===== src/rtl/pipe_pkg.sv =====
// Shared definitions for the elastic pipeline stage: default widths, state type and NOP control word.
// The skid buffer is selected by the PIPE_STAGE_SKID_EN macro in pipe_stage_elastic.
package pipe_pkg;

   localparam int PIPE_CTRL_W = 16;
   localparam int PIPE_DATA_W = 96;
   localparam int PIPE_CNT_W  = 16;

   // All enables deasserted: the decoder and hazard unit emit this to squash a slot.
   localparam logic [PIPE_CTRL_W-1:0] PIPE_NOP_CTRL = '0;

   typedef enum logic [1:0] {
      ST_EMPTY = 2'd0,
      ST_ONE   = 2'd1,
      ST_TWO   = 2'd2
   } pipe_state_t;

endpackage


===== src/rtl/pipe_sat_counter.sv =====
// Generic saturating up-counter with increment enable and synchronous clear.
module pipe_sat_counter #(
   parameter int CNT_W = 16
) (
   input  logic             i_clk,
   input  logic             i_clr,
   input  logic             i_inc,
   output logic [CNT_W-1:0] o_cnt
);

   logic [CNT_W-1:0] r_cnt;

   always_ff @(posedge i_clk) begin
      if (i_clr) begin
         r_cnt <= '0;
      end else if (i_inc && (r_cnt != {CNT_W{1'b1}})) begin
         r_cnt <= r_cnt + CNT_W'(1);
      end
   end

   assign o_cnt = r_cnt;

endmodule


===== src/rtl/pipe_stage_elastic.sv =====
// Elastic valid/ready pipeline stage register with flush and stall counter.
// Define PIPE_STAGE_SKID_EN for the two-entry skid buffer with registered IN_READY.
//
// state    | meaning
// ST_EMPTY | no entry held, outputs show the bubble
// ST_ONE   | main register holds the entry on OUT_*
// ST_TWO   | main and skid both hold entries, IN_READY low (skid build only)
module pipe_stage_elastic
   import pipe_pkg::*;
#(
   parameter int                 CTRL_W      = PIPE_CTRL_W,
   parameter int                 DATA_W      = PIPE_DATA_W,
   parameter logic [CTRL_W-1:0]  BUBBLE_CTRL = CTRL_W'(PIPE_NOP_CTRL),
   parameter int                 CNT_W       = PIPE_CNT_W
) (
   input  logic              Clk,
   input  logic              Reset,
   input  logic              Flush,
   input  logic              IN_VALID,
   output logic              IN_READY,
   input  logic [CTRL_W-1:0] IN_CTRL,
   input  logic [DATA_W-1:0] IN_DATA,
   output logic              OUT_VALID,
   input  logic              OUT_READY,
   output logic [CTRL_W-1:0] OUT_CTRL,
   output logic [DATA_W-1:0] OUT_DATA,
   output logic [1:0]        OCCUPANCY,
   output logic [CNT_W-1:0]  STALL_CNT
);

   pipe_state_t       r_state;
   logic [CTRL_W-1:0] r_main_ctrl;
   logic [DATA_W-1:0] r_main_data;
   logic              w_out_valid;
   logic              w_in_fire;
   logic              w_out_fire;

   assign w_out_valid = (r_state != ST_EMPTY);
   assign w_in_fire   = IN_VALID & IN_READY;
   assign w_out_fire  = w_out_valid & OUT_READY;

`ifdef PIPE_STAGE_SKID_EN
   logic              r_in_ready;
   logic [CTRL_W-1:0] r_skid_ctrl;
   logic [DATA_W-1:0] r_skid_data;

   // Main register carries BUBBLE_CTRL itself while empty, so OUT_CTRL is a plain flop.
   always_ff @(posedge Clk) begin
      if (Reset || Flush) begin
         r_state     <= ST_EMPTY;
         r_main_ctrl <= BUBBLE_CTRL;
         r_main_data <= '0;
         r_in_ready  <= 1'b1;
      end else begin
         case (r_state)
            ST_EMPTY: begin
               if (w_in_fire) begin
                  r_main_ctrl <= IN_CTRL;
                  r_main_data <= IN_DATA;
                  r_state     <= ST_ONE;
               end
            end
            ST_ONE: begin
               if (w_in_fire && w_out_fire) begin
                  r_main_ctrl <= IN_CTRL;
                  r_main_data <= IN_DATA;
               end else if (w_in_fire) begin
                  r_skid_ctrl <= IN_CTRL;
                  r_skid_data <= IN_DATA;
                  r_state     <= ST_TWO;
                  r_in_ready  <= 1'b0;
               end else if (w_out_fire) begin
                  r_main_ctrl <= BUBBLE_CTRL;
                  r_state     <= ST_EMPTY;
               end
            end
            ST_TWO: begin
               if (w_out_fire) begin
                  r_main_ctrl <= r_skid_ctrl;
                  r_main_data <= r_skid_data;
                  r_state     <= ST_ONE;
                  r_in_ready  <= 1'b1;
               end
            end
            default: begin
               r_state     <= ST_EMPTY;
               r_main_ctrl <= BUBBLE_CTRL;
               r_in_ready  <= 1'b1;
            end
         endcase
      end
   end

   assign IN_READY  = r_in_ready;
   assign OCCUPANCY = (r_state == ST_TWO) ? 2'd2 :
                      (r_state == ST_ONE) ? 2'd1 : 2'd0;
`else
   always_ff @(posedge Clk) begin
      if (Reset || Flush) begin
         r_state     <= ST_EMPTY;
         r_main_ctrl <= BUBBLE_CTRL;
         r_main_data <= '0;
      end else if (w_in_fire) begin
         r_main_ctrl <= IN_CTRL;
         r_main_data <= IN_DATA;
         r_state     <= ST_ONE;
      end else if (w_out_fire) begin
         r_main_ctrl <= BUBBLE_CTRL;
         r_state     <= ST_EMPTY;
      end
   end

   assign IN_READY  = !w_out_valid || OUT_READY;
   assign OCCUPANCY = {1'b0, w_out_valid};
`endif

   assign OUT_VALID = w_out_valid;
   assign OUT_CTRL  = r_main_ctrl;
   assign OUT_DATA  = r_main_data;

   pipe_sat_counter #(
      .CNT_W (CNT_W)
   ) u_stall_cnt (
      .i_clk (Clk),
      .i_clr (Reset),
      .i_inc (w_out_valid & ~OUT_READY),
      .o_cnt (STALL_CNT)
   );

endmodule


===== config.mk =====
export PLATFORM = sky130hd
export DESIGN_NAME = pipe_stage_elastic
export DESIGN_NICKNAME = d
export VERILOG_FILES = /design/src/rtl/pipe_pkg.sv /design/src/rtl/pipe_sat_counter.sv /design/src/rtl/pipe_stage_elastic.sv
export SDC_FILE = /design/constraint.sdc
export NUM_CORES = 1
export LEC_CHECK = 0
export ABC_AREA = 1
export BUFFER_PORTS_ARGS = -buffer_cell sky130_fd_sc_hd__buf_2
export CAP_MARGIN = 25
export CORE_ASPECT_RATIO = 0.6
export CORE_UTILIZATION = 46
export DETAILED_ROUTE_END_ITERATION = 10
export PLACE_DENSITY = 0.8
export SETUP_SLACK_MARGIN = 0.4
export SLEW_MARGIN = 5
export SYNTH_ARGS = -nofsm -noshare
export SYNTH_HDL_FRONTEND = slang
export SYNTH_SLANG_ARGS = --single-unit

===== constraint.sdc =====
create_clock -name Clk -period 1.6 [get_ports Clk]
set_clock_uncertainty 0.05 [all_clocks]
set_input_delay 0.32 -clock Clk [delete_from_list [all_inputs] [get_ports Clk]]
set_output_delay 0.32 -clock Clk [all_outputs]
set_load 0.01 [all_outputs]

==> impl_metrics.csv, run 1 <==
group,metric,value,unit
logic_synthesis,synth-seq-cells,129,
placed_design,place_congestion,0.856,
cts,ctsRootBufferMaster,"clkbuf_16",
logic_synthesis,syn_avg_cell_area,7.65,µm²
floorplanning,ios,249,
floorplanning,rows,28,
logic_synthesis,yosysUniqueCellTypes,23,
cts,cts_hold_buf,0,
logic_synthesis,ys_seq_area_share,52.1,%
floorplanning,die_x,136,µm
cts,numCtsBuffers,17,
floorplanning,die_h,82.4,µm
placed_design,hpwl,9640,µm
placed_design,dpl_worst_slack,130,ps
placed_design,port_buffers,247,
logic_synthesis,syn-cell-area,4960,µm²
floorplanning,start_util,48.8,%
sta,worstEndpointType,"register data pin",
status,status,"did not finish",
logic_synthesis,netlist_instances,648,
logic_synthesis,yosysWarnings,0,
cts,cts_htree_levels,4,
logic_synthesis,syn_nets,766,
cts,clk_path_buf_depth,2,
status,stop_stage,"5_1_grt",
sta,worst_endpoint,"u_stall_cnt.o_cnt[10]$_SDFFE_PP0P_/D",
cts,cts_sinks,129,
grt,grt_max_degree,114,
status,toolErrorMsg,"[ERROR DPL-0038] Utilization greater than 100%, impossible to legalize",
-- per-stage QoR --
step	cells	cell area [µm²]	hold WS (ps)	utilization (%)
global placement	1005	6390	398	62.9
CTS	1106	9490	90.3	93.4
floorplan	648	5020	413	-
detailed placement	1005	6390	402	62.9
-- cells by family after synthesis --
logic type | count (synthesis) | share of synthesized area, %
simple gates | 330 | 28.3
buf+inv | 59 | 6.31
compound gates | 128 | 13.0
flops | 129 | 52.1
other cells | 1 | 0.0756
fa+ha+maj | 1 | 0.252
-- cells in the mapped netlist, drive strengths merged --
master  instances  area, µm²
buf            35        223
ha              1       12.5
conb            1       3.75
or2             2       12.5
a21oi         127        636
nor2           41        184
o21ai           1       8.76
inv            16       60.1
clkbuf          8       30.0
nand4           1       21.3
nand2         251        965
dfxtp         129       2580
nand3          35        220
-- repair_timing --
action                     4_1_cts
resized for setup              407
cloned                          23
setup endpoints to repair      259
buffers inserted                46
pin swaps                       24
==> run 2, diff against run 1 <==
- CORE_ASPECT_RATIO: 0.6 -> unset
- CORE_UTILIZATION: 46 -> 40
- PLACE_DENSITY: 0.8 -> unset
- PLACE_DENSITY_LB_ADDON: unset -> 0.15
- SETUP_SLACK_MARGIN: 0.4 -> unset
==> run 2 against run 1 <==
  * The flow now finishes without violations
  * Synthesized area unchanged
  * Synthesized cell count unchanged
==> impl_metrics.csv, run 2 <==
group,metric,value,unit
sta,relSlewSlack,66.2,%
detailed_routing,routed_wl,13700,µm
detailed_routing,drt-vias-per-instance,4.67,
grt,grtUsageTotal,20.8,%
floorplanning,die_h,113,µm
hold_path,whs_path_depth,3,
logic_synthesis,synth_top_area_share,52.1,%
worst_setup_path,worstPathRequired,1230,ps
final_layout,seqCellArea,2580,µm²
job,cap_viol_max_count,0,
grt,busiest_layer,"met2",
hold_path,hold_class,"primary input to flip-flop",
final_layout,final_cell_mix,"buf_2, nand2_1, dfxtp_1, a21oi_1, nor2_1",
grt,grt_first_pass_wirelength,20900,µm
pwr,leakagePower,3.34,nW
logic_synthesis,async_flop_share,0,%
logic_synthesis,syn_nets,766,
floorplanning,start_util,41.1,%
detailed_routing,ant_nets,0,
final_layout,fill_cells,1132,
floorplanning,dieArea,12800,µm²
floorplanning,core_area,12100,µm²
cts,clock_latency,410,ps
worst_setup_path,reg2reg_slack,80,ps
logic_synthesis,netlist_instances,648,
logic_synthesis,ys.flop_type,"dfxtp_1",
logic_synthesis,synth_edf_count,0,
worst_setup_path,cp_data_arrival_time,1160,ps
cts,ctsRootBufferMaster,"clkbuf_16",
worst_setup_path,path_class,"flip-flop to primary output",
placed_design,hpwl,9600,µm
sta,rsz0062_at_grt,"false",
detailed_routing,routedWlPerCell,12.7,µm
logic_synthesis,ys_seq_area_share,52.1,%
worst_setup_path,worstReg2RegEnd,"u_stall_cnt.o_cnt[1]",
worst_setup_path,r2r_cells,8,
hold_path,min_to,"OUT_DATA[77]",
detailed_routing,dr_total_vias,5016,
cts,cts_resized,1,
cts,cts_sinks,129,
logic_synthesis,syn-cell-area,4960,µm²
worst_setup_path,worst_setup_path_end_kind,"primary output",
final_layout,n_antenna_cell,0,
grt,use_met2,34.4,%
sta,setup_viol,0,
floorplanning,die_x,113,µm
final_layout,layout_commonest_cell,"buf_2",
worst_setup_path,r2r-start,"u_stall_cnt.o_cnt[1]",
status,status,"finished clean",
cts,path_clk_slew,60,ps
cts,cts_hold_buf,0,
logic_synthesis,synth-seq-cells,129,
grt,grt_pass1_vias,4518,
logic_synthesis,yosysUniqueCellTypes,23,
sta,period_share,95.4,%
final_layout,drive_gt1_share,36.3,%
floorplanning,rows,40,
sta,worstMarginPinSlew,507,ps
grt,grt_overflow,0,
sta,setup-tns-final,0,ps
pwr,ir_worst_vdd,0.632,mV
logic_synthesis,yosysWarnings,0,
cts,tritoncts,"done",
logic_synthesis,syn_avg_cell_area,7.65,µm²
final_layout,largest_reg_flops,96,
floorplanning,ios,249,
placed_design,dpl_worst_slack,40.4,ps
cts,cts_htree_levels,4,
grt,antenna_found_initial,0,
sta,timing.fmax,655,MHz
worst_setup_path,startpoint_type,"flip-flop",
logic_synthesis,synth_largest_area_cell,"dfxtp_1",
placed_design,place_congestion,0.810,
sta,hold_violations,0,
placed_design,port_buffers,247,
hold_path,min-delay-start,"IN_DATA[77]",
grt,met1_usage,23.3,%
grt,grt_max_degree,101,
logic_synthesis,synth_most_common_cell,"nand2_1",
detailed_routing,firstDrtPassIters,6,
logic_synthesis,synth_top_cells_by_area,"dfxtp_1, nand2_1, a21oi_1",
logic_synthesis,yosys-top-cells-count,"nand2_1, dfxtp_1, a21oi_1",
sta,fin_ws,73.1,ps
cts,numCtsBuffers,17,
detailed_routing,drc,0,
pwr,power_density,1110,nW/µm²
sta,maxSlewViolCount,0,
cts,clk_path_buf_depth,2,
sta,period_minus_slack,1530,ps
final_layout,multi_input_area,2070,µm²
cts,post_cts_buffers,0,
final_layout,nets,1012,
final_layout,area_delta_synth_final,41.5,%
placed_design,dp_cells,1043,
grt,grt_use_met3,7.71,%
final_layout,final_cells,1075,
detailed_routing,drt_iter0_markers,210,
worst_setup_path,worst-path-max-fanout,9,
[run 2: cell counts after synthesis]
Identical to the previous run, type by type.
[run 2: worst max path at each step]
stage | from | endpoint | slack [ps]
4_1_cts | u_stall_cnt.o_cnt[1] | u_stall_cnt.o_cnt[0] | 30
3_5_place_dp | u_stall_cnt.o_cnt[1] | u_stall_cnt.o_cnt[0] | 40
3_3_place_gp | u_stall_cnt.o_cnt[1] | u_stall_cnt.o_cnt[3] | 110
6_report | r_state[0] | IN_READY | 70
5_1_grt | u_stall_cnt.o_cnt[1] | u_stall_cnt.o_cnt[0] | 5
2_1_floorplan | u_stall_cnt.o_cnt[0] | u_stall_cnt.o_cnt[15] | 140
[run 2: layout make-up]
type | count | share of cell area [%]
sequential | 129 | 36.8
multi-input combinational | 460 | 29.5
timing repair buffer | 270 | 21.5
clock buffer | 22 | 6.76
tap | 168 | 3.00
clock inverter | 10 | 1.55
inverter | 16 | 0.874
[run 2: through the flow]
stage	util, %	cell area, µm²	hold slack (ps)	total power, W
after global routing	58.2	7020	83.9	0.00808
after CTS	58.1	7010	83.2	0.00789
after global placement	53.3	6430	398	0.00409
after detailed placement	53.3	6430	402	0.00410
final	58.2	7020	94.8	0.00782
after floorplan	-	4960	413	0.00378
[run 2: worst max-delay path: stages, from the launching register on]
cell	delay [ps]
dfxtp_2	370
nand2_4	60
buf_4	170
buf_2	150
[run 2: cell families after synthesis]
kind of cell | Yosys count | synth area share (%)
buf+inv | 59 | 6.31
simple gates | 330 | 28.3
compound gates | 128 | 13.0
flops | 129 | 52.1
fa+ha+maj | 1 | 0.252
other cells | 1 | 0.0756
[run 2: routing by layer]
metal	wire, µm	part of all wire (%)
met4	367	2.7
met1	5780	42
met3	1020	7.4
met2	6500	48
met5	0	0
[run 2: power by group]
part | internal, W | switching (W) | leakage, nW
Clock | 0.00240 | 0.00138 | 0.286
Combinational | 0.000294 | 0.000384 | 2.00
Sequential | 0.00331 | 0.0000472 | 1.05
Note: power is estimated with default switching activity, not from simulation.
==> run 3, diff against run 2 <==
- SKIP_CTS_REPAIR_TIMING: unset -> 1
- clock period: 1.6 -> 1.4 ns (I/O delays scaled with it)
==> run 3 against run 2 <==
  * The run now ends with negative setup slack left
  * Die area stayed put
  * Via count is 1.4% higher
  * Non-clock buffer count is 12 higher
  * Sequential power is 14% higher
  * Cell count is 1.0% higher
  * Design area is 3.3% higher
  * Setup slack worse by 160 ps
  * Clock-buffer cell count is 5 higher
  * Clock power is 11% higher
  * Critical path type is now flip-flop to flip-flop
  * Largest power group unchanged
  * Highest routed layer unchanged
==> impl_metrics.csv, run 3 (same netlist as run 2, synthesis figures left out) <==
group,metric,value,unit
status,status,"complete, but fails checks",
status,violations,"negative setup slack",
worst_setup_path,cp_top_family,"simple AND/OR/NAND/NOR gates",
detailed_routing,ant_nets,0,
worst_setup_path,crit_buf_inv,1,
worst_setup_path,r2r_cells,6,
final_layout,nets,1024,
sta,whs,63.0,ps
sta,setup_viol,13,
sta,hold_violations,0,
grt,grt_use_met3,9.11,%
detailed_routing,drt-vias-per-instance,4.68,
grt,met1_usage,22.5,%
worst_setup_path,cp_data_arrival_time,1740,ps
sta,fin_ws,-89.4,ps
detailed_routing,firstDrtPassIters,4,
grt,grt_pass1_vias,4679,
placed_design,dp_cells,1048,
detailed_routing,routedWlPerCell,13.0,µm
sta,timing.fmax,671,MHz
worst_setup_path,path_class,"flip-flop to flip-flop",
grt,antenna_found_initial,0,
grt,use_met2,38.8,%
final_layout,final_cells,1086,
floorplanning,die_h,113,µm
final_layout,final_cell_mix,"buf_2, nand2_1, dfxtp_1",
hold_path,hold_class,"primary input to flip-flop",
grt,grt_first_pass_wirelength,21800,µm
placed_design,place_congestion,0.803,
final_layout,largest_reg_flops,96,
hold_path,min-delay-start,"IN_DATA[23]",
detailed_routing,routed_wl,14200,µm
cts,cts_sinks,129,
placed_design,hpwl,9900,µm
grt,grtUsageTotal,21.6,%
final_layout,layout_commonest_cell,"buf_2",
job,cap_viol_max_count,0,
detailed_routing,drt_iter0_markers,237,
worst_setup_path,worst-path-max-fanout,10,
grt,grt_overflow,0,
sta,period_minus_slack,1490,ps
floorplanning,core_area,12100,µm²
worst_setup_path,worst_setup_path_end_kind,"flip-flop",
worst_setup_path,r2r-start,"u_stall_cnt.o_cnt[4]",
worst_setup_path,reg2reg_slack,-90,ps
final_layout,fill_cells,1134,
detailed_routing,drc,0,
worst_setup_path,max_stage_delay,410,ps
hold_path,whs_path_depth,3,
cts,numCtsBuffers,17,
worst_setup_path,worstReg2RegEnd,"u_stall_cnt.o_cnt[3]",
grt,grt_max_degree,63,
pwr,leakagePower,3.47,nW
floorplanning,ios,249,
floorplanning,rows,40,
placed_design,placed_area,6460,µm²
floorplanning,dieArea,12800,µm²
final_layout,drive_gt1_share,39.4,%
worst_setup_path,crit_path_cell_trace,"nand2_1 -> nor2_4 -> nand4_4 -> clkbuf_16 -> a21oi_2 -> nor2_1",
cts,ctsRootBufferMaster,"clkbuf_16",
grt,busiest_layer,"met2",
sta,maxSlewViolCount,0,
sta,rsz0062_at_grt,"true",
cts,path_clk_slew,50,ps
worst_setup_path,cpMaxStageDelayCell,"dfxtp_1",
cts,cts_htree_levels,4,
cts,clk_path_buf_depth,2,
final_layout,area_delta_synth_final,46.2,%
pwr,ir_worst_vdd,0.770,mV
final_layout,design_area,7250,µm²
cts,tritoncts,"done",
floorplanning,die_x,113,µm
sta,period_share,106,%
final_layout,n_antenna_cell,0,
floorplanning,start_util,41.1,%
detailed_routing,dr_total_vias,5086,
cts,clock_latency,410,ps
worst_setup_path,startpoint_type,"flip-flop",
placed_design,port_buffers,247,
worst_setup_path,worstPathRequired,1650,ps
pwr,power_density,1220,nW/µm²
hold_path,min_to,"OUT_DATA[23]",
==> run 3: worst max-delay path by stage <==
stage | start | to | slack, ps | cells after the start
floorplan | u_stall_cnt.o_cnt[0] | u_stall_cnt.o_cnt[15] | 8 | 7
global placement | OUT_READY | OUT_DATA[3] | 20 | 7
detailed placement | u_stall_cnt.o_cnt[0] | u_stall_cnt.o_cnt[9] | -80 | 7
CTS | r_state[0] | IN_READY | -170 | 3
global route | u_stall_cnt.o_cnt[0] | u_stall_cnt.o_cnt[3] | -140 | 7
finish | u_stall_cnt.o_cnt[4] | u_stall_cnt.o_cnt[3] | -90 | 6
==> run 3: metrics by stage <==
stage                     power [W]  util (%)  worst slack (ps)  setup TNS [ps]
after global routing        0.00916      60.1              -137           -1530
after CTS                   0.00890      58.3              -165            -796
final                       0.00882      60.1             -89.4            -642
after floorplan             0.00432         -              7.98               0
after global placement      0.00467      53.5              22.1               0
after detailed placement    0.00469      53.5             -82.2            -688
==> run 3: report_power, final <==
group	switching, W	leakage, nW	total (W)	internal (W)
sequential	0.0000544	1.05	0.00384	0.00378
combinational	0.000443	2.14	0.000780	0.000338
clock	0.00149	0.279	0.00420	0.00271
==> run 3: cell type report <==
type,count,area (µm²),area share [%]
sequential,129,2590,35.7
multi-input combinational,460,2190,30.2
timing repair buffer,282,1630,22.5
clock buffer,27,523,7.21
tap,168,210,2.90
inverter,16,61.3,0.846
clock inverter,4,47.5,0.656
==> run 3: layer usage <==
| metal | wire, µm | share of wire, % |
|---|---|---|
| met5 | 0 | 0 |
| met2 | 7190 | 51 |
| met3 | 1170 | 8.3 |
| met4 | 213 | 1.5 |
| met1 | 5590 | 39 |
==> run 3: worst reg2reg max path: stages (launching register included) <==
cell       delay, ps
dfxtp_1          410
nand2_1          150
nor2_4           180
nand4_4          190
clkbuf_16        220
a21oi_2          120
nor2_1            60
==> run 4, diff against run 3 <==
- CORE_MARGIN: unset -> 3
- clock period: 1.4 -> 1.54 ns (I/O delays scaled with it)
==> run 4 against run 3 <==
  * The flow now finishes without violations
  * Global-route usage shrank 1.0 points
  * Clock power grew 4%
  * Combinational power fell by 12%
  * Power down 3.0%
  * Wire length rose by 1.2%
  * Utilization down 1.8 points
  * Highest routed layer unchanged
  * Flip-flop and latch count is the same
  * Register-to-register slack better by 170 ps
  * Die area grew 7.2%
  * Sequential power decreased by 9.1%
  * Largest power group unchanged
  * Fmax increased by 2.3%
  * Cell count decreased by 1.7%
==> impl_metrics.csv, run 4 (same netlist as run 2, synthesis figures left out) <==
group,metric,value,unit
sta,worstMarginPinSlew,524,ps
worst_setup_path,startpoint_type,"flip-flop",
sta,setup-tns-final,0,ps
grt,antenna_found_initial,1,
cts,numCtsBuffers,17,
grt,grt_max_degree,114,
cts,ctsRootBufferMaster,"clkbuf_16",
sta,hold_violations,0,
placed_design,place_congestion,0.900,
grt,grt_overflow,0,
cts,path_clk_slew,60,ps
placed_design,hpwl,10100,µm
final_layout,area_delta_synth_final,41.8,%
floorplanning,start_util,41.1,%
placed_design,port_buffers,247,
worst_setup_path,reg2reg_slack,80,ps
worst_setup_path,path_class,"flip-flop to flip-flop",
sta,relSlewSlack,65.1,%
pwr,power_density,1220,nW/µm²
sta,maxSlewViolCount,0,
cts,clk_path_buf_depth,2,
final_layout,final_cell_mix,"buf_2, nand2_1, dfxtp_1",
floorplanning,die_h,117,µm
worst_setup_path,crit_buf_inv,1,
job,cap_viol_max_count,0,
sta,period_minus_slack,1460,ps
worst_setup_path,r2r_cells,7,
worst_setup_path,worstPathRequired,1790,ps
detailed_routing,drt_iter0_markers,332,
hold_path,hold_class,"primary input to flip-flop",
pwr,clockPowerShare,51.2,%
sta,period_share,94.5,%
detailed_routing,dr_total_vias,5081,
detailed_routing,drt-vias-per-instance,4.76,
worst_setup_path,worst-path-max-fanout,22,
final_layout,drive_gt1_share,37.0,%
grt,grt_first_pass_wirelength,23300,µm
floorplanning,die_x,117,µm
worst_setup_path,worstReg2RegEnd,"u_stall_cnt.o_cnt[15]",
hold_path,whs_path_depth,3,
sta,timing.fmax,687,MHz
floorplanning,dieArea,13800,µm²
final_layout,nets,1003,
worst_setup_path,r2r-start,"u_stall_cnt.o_cnt[1]",
final_layout,layout_commonest_cell,"buf_2",
detailed_routing,firstDrtPassIters,4,
sta,rsz0062_at_grt,"true",
floorplanning,core_area,12100,µm²
worst_setup_path,crit_path_cell_trace,"ha_2 -> nand2_2 -> nor2_4 -> nand4_4 -> buf_12 -> a21oi_1 -> nor2_1",
worst_setup_path,max_stage_delay,340,ps
pwr,power_frac_seq,40.8,%
detailed_routing,ant_nets,0,
cts,cts_sinks,129,
hold_path,min_to,"OUT_DATA[32]",
sta,setup_viol,0,
floorplanning,rows,40,
status,status,"finished clean",
final_layout,largest_reg_flops,96,
floorplanning,ios,249,
worst_setup_path,cp_data_arrival_time,1710,ps
detailed_routing,drc,0,
pwr,swShare,22.4,%
pwr,internal_power,0.00664,W
placed_design,placed_area,6320,µm²
grt,grtUsageTotal,20.6,%
hold_path,min-delay-start,"IN_DATA[32]",
pwr,leakagePower,3.33,nW
detailed_routing,routedWlPerCell,13.4,µm
worst_setup_path,cp_top_family,"simple AND/OR/NAND/NOR gates",
final_layout,design_area,7030,µm²
pwr,switchingPower,0.00192,W
pwr,ir_worst_vdd,0.737,mV
cts,clock_latency,410,ps
detailed_routing,routed_wl,14300,µm
worst_setup_path,cpMaxStageDelayCell,"dfxtp_1",
worst_setup_path,worst_setup_path_end_kind,"flip-flop",
cts,cts_htree_levels,4,
grt,grt_pass1_vias,4919,
cts,tritoncts,"done",
pwr,comb_power_share,8.0,%
## run 4: changes by cell type in the layout (fill, tap and decap cells not counted), moves of 3 or more
cell       change
a21oi_2        -3
a21oi_1        +3
dfxtp_1        +5
clkbuf_1       -4
nand3_1        +4
dfxtp_2        -5
bufinv_16      +4
nand3_2        -4
clkbuf_8       -5
buf_4         -16
## run 4: per-stage QoR
| step | hold WS, ps | total power (W) | utilization (%) | worst slack [ps] | std cells |
|---|---|---|---|---|---|
| floorplan | 401 | 0.00393 | - | 80.4 | 648 |
| global placement | 399 | 0.00423 | 52.4 | 169 | 1034 |
| detailed placement | 402 | 0.00425 | 52.4 | 91.8 | 1034 |
| CTS | 70.1 | 0.00865 | 57.8 | 6.16 | 1066 |
| global route | 74.3 | 0.00888 | 58.3 | -30.2 | 1067 |
| finish | 89.4 | 0.00856 | 58.3 | 84.0 | 1067 |
## run 4: how the worst max path moves through the flow
stage | endpoint | start | depth (start not counted)
global placement | OUT_CTRL[11] | OUT_READY | 8
global route | u_stall_cnt.o_cnt[1] | u_stall_cnt.o_cnt[11] | 7
floorplan | u_stall_cnt.o_cnt[15] | u_stall_cnt.o_cnt[0] | 7
CTS | IN_READY | r_state[0] | 2
finish | u_stall_cnt.o_cnt[15] | u_stall_cnt.o_cnt[1] | 7
detailed placement | u_stall_cnt.o_cnt[14] | u_stall_cnt.o_cnt[0] | 8
## run 4: routing by layer
metal | part of all wire (%) | vias to the layer above | track usage [%]
li1 | - | 2551 | -
met1 | 39 | 2313 | 22.4
met4 | 1.9 | 0 | 9.09
met5 | 0 | - | 0
met3 | 8.9 | 25 | 8.00
met2 | 51 | 192 | 35.6
## run 4: power groups by stage
| stage | Sequential, W | Combinational, W | Clock, W |
|---|---|---|---|
| after floorplan | 0.00360 | 0.000323 | 0 |
| after global placement | 0.00355 | 0.000681 | 0 |
| after detailed placement | 0.00356 | 0.000693 | 0 |
| after CTS | 0.00349 | 0.000696 | 0.00447 |
| after global routing | 0.00350 | 0.000767 | 0.00462 |
| final | 0.00349 | 0.000688 | 0.00438 |
## run 4: worst min-delay path, cell delays in order
cell and delay, ps:
buf_2 90, nand2_1 50, a21oi_1 50
## run 4: layout make-up
class                      instances  area (µm²)
clock inverter                    14         211
antenna                            1        2.50
tap                              168         210
sequential                       129        2580
inverter                          16        61.3
clock buffer                      18         439
fill                            1129        5030
multi-input combinational        460        2120
timing repair buffer             261        1400
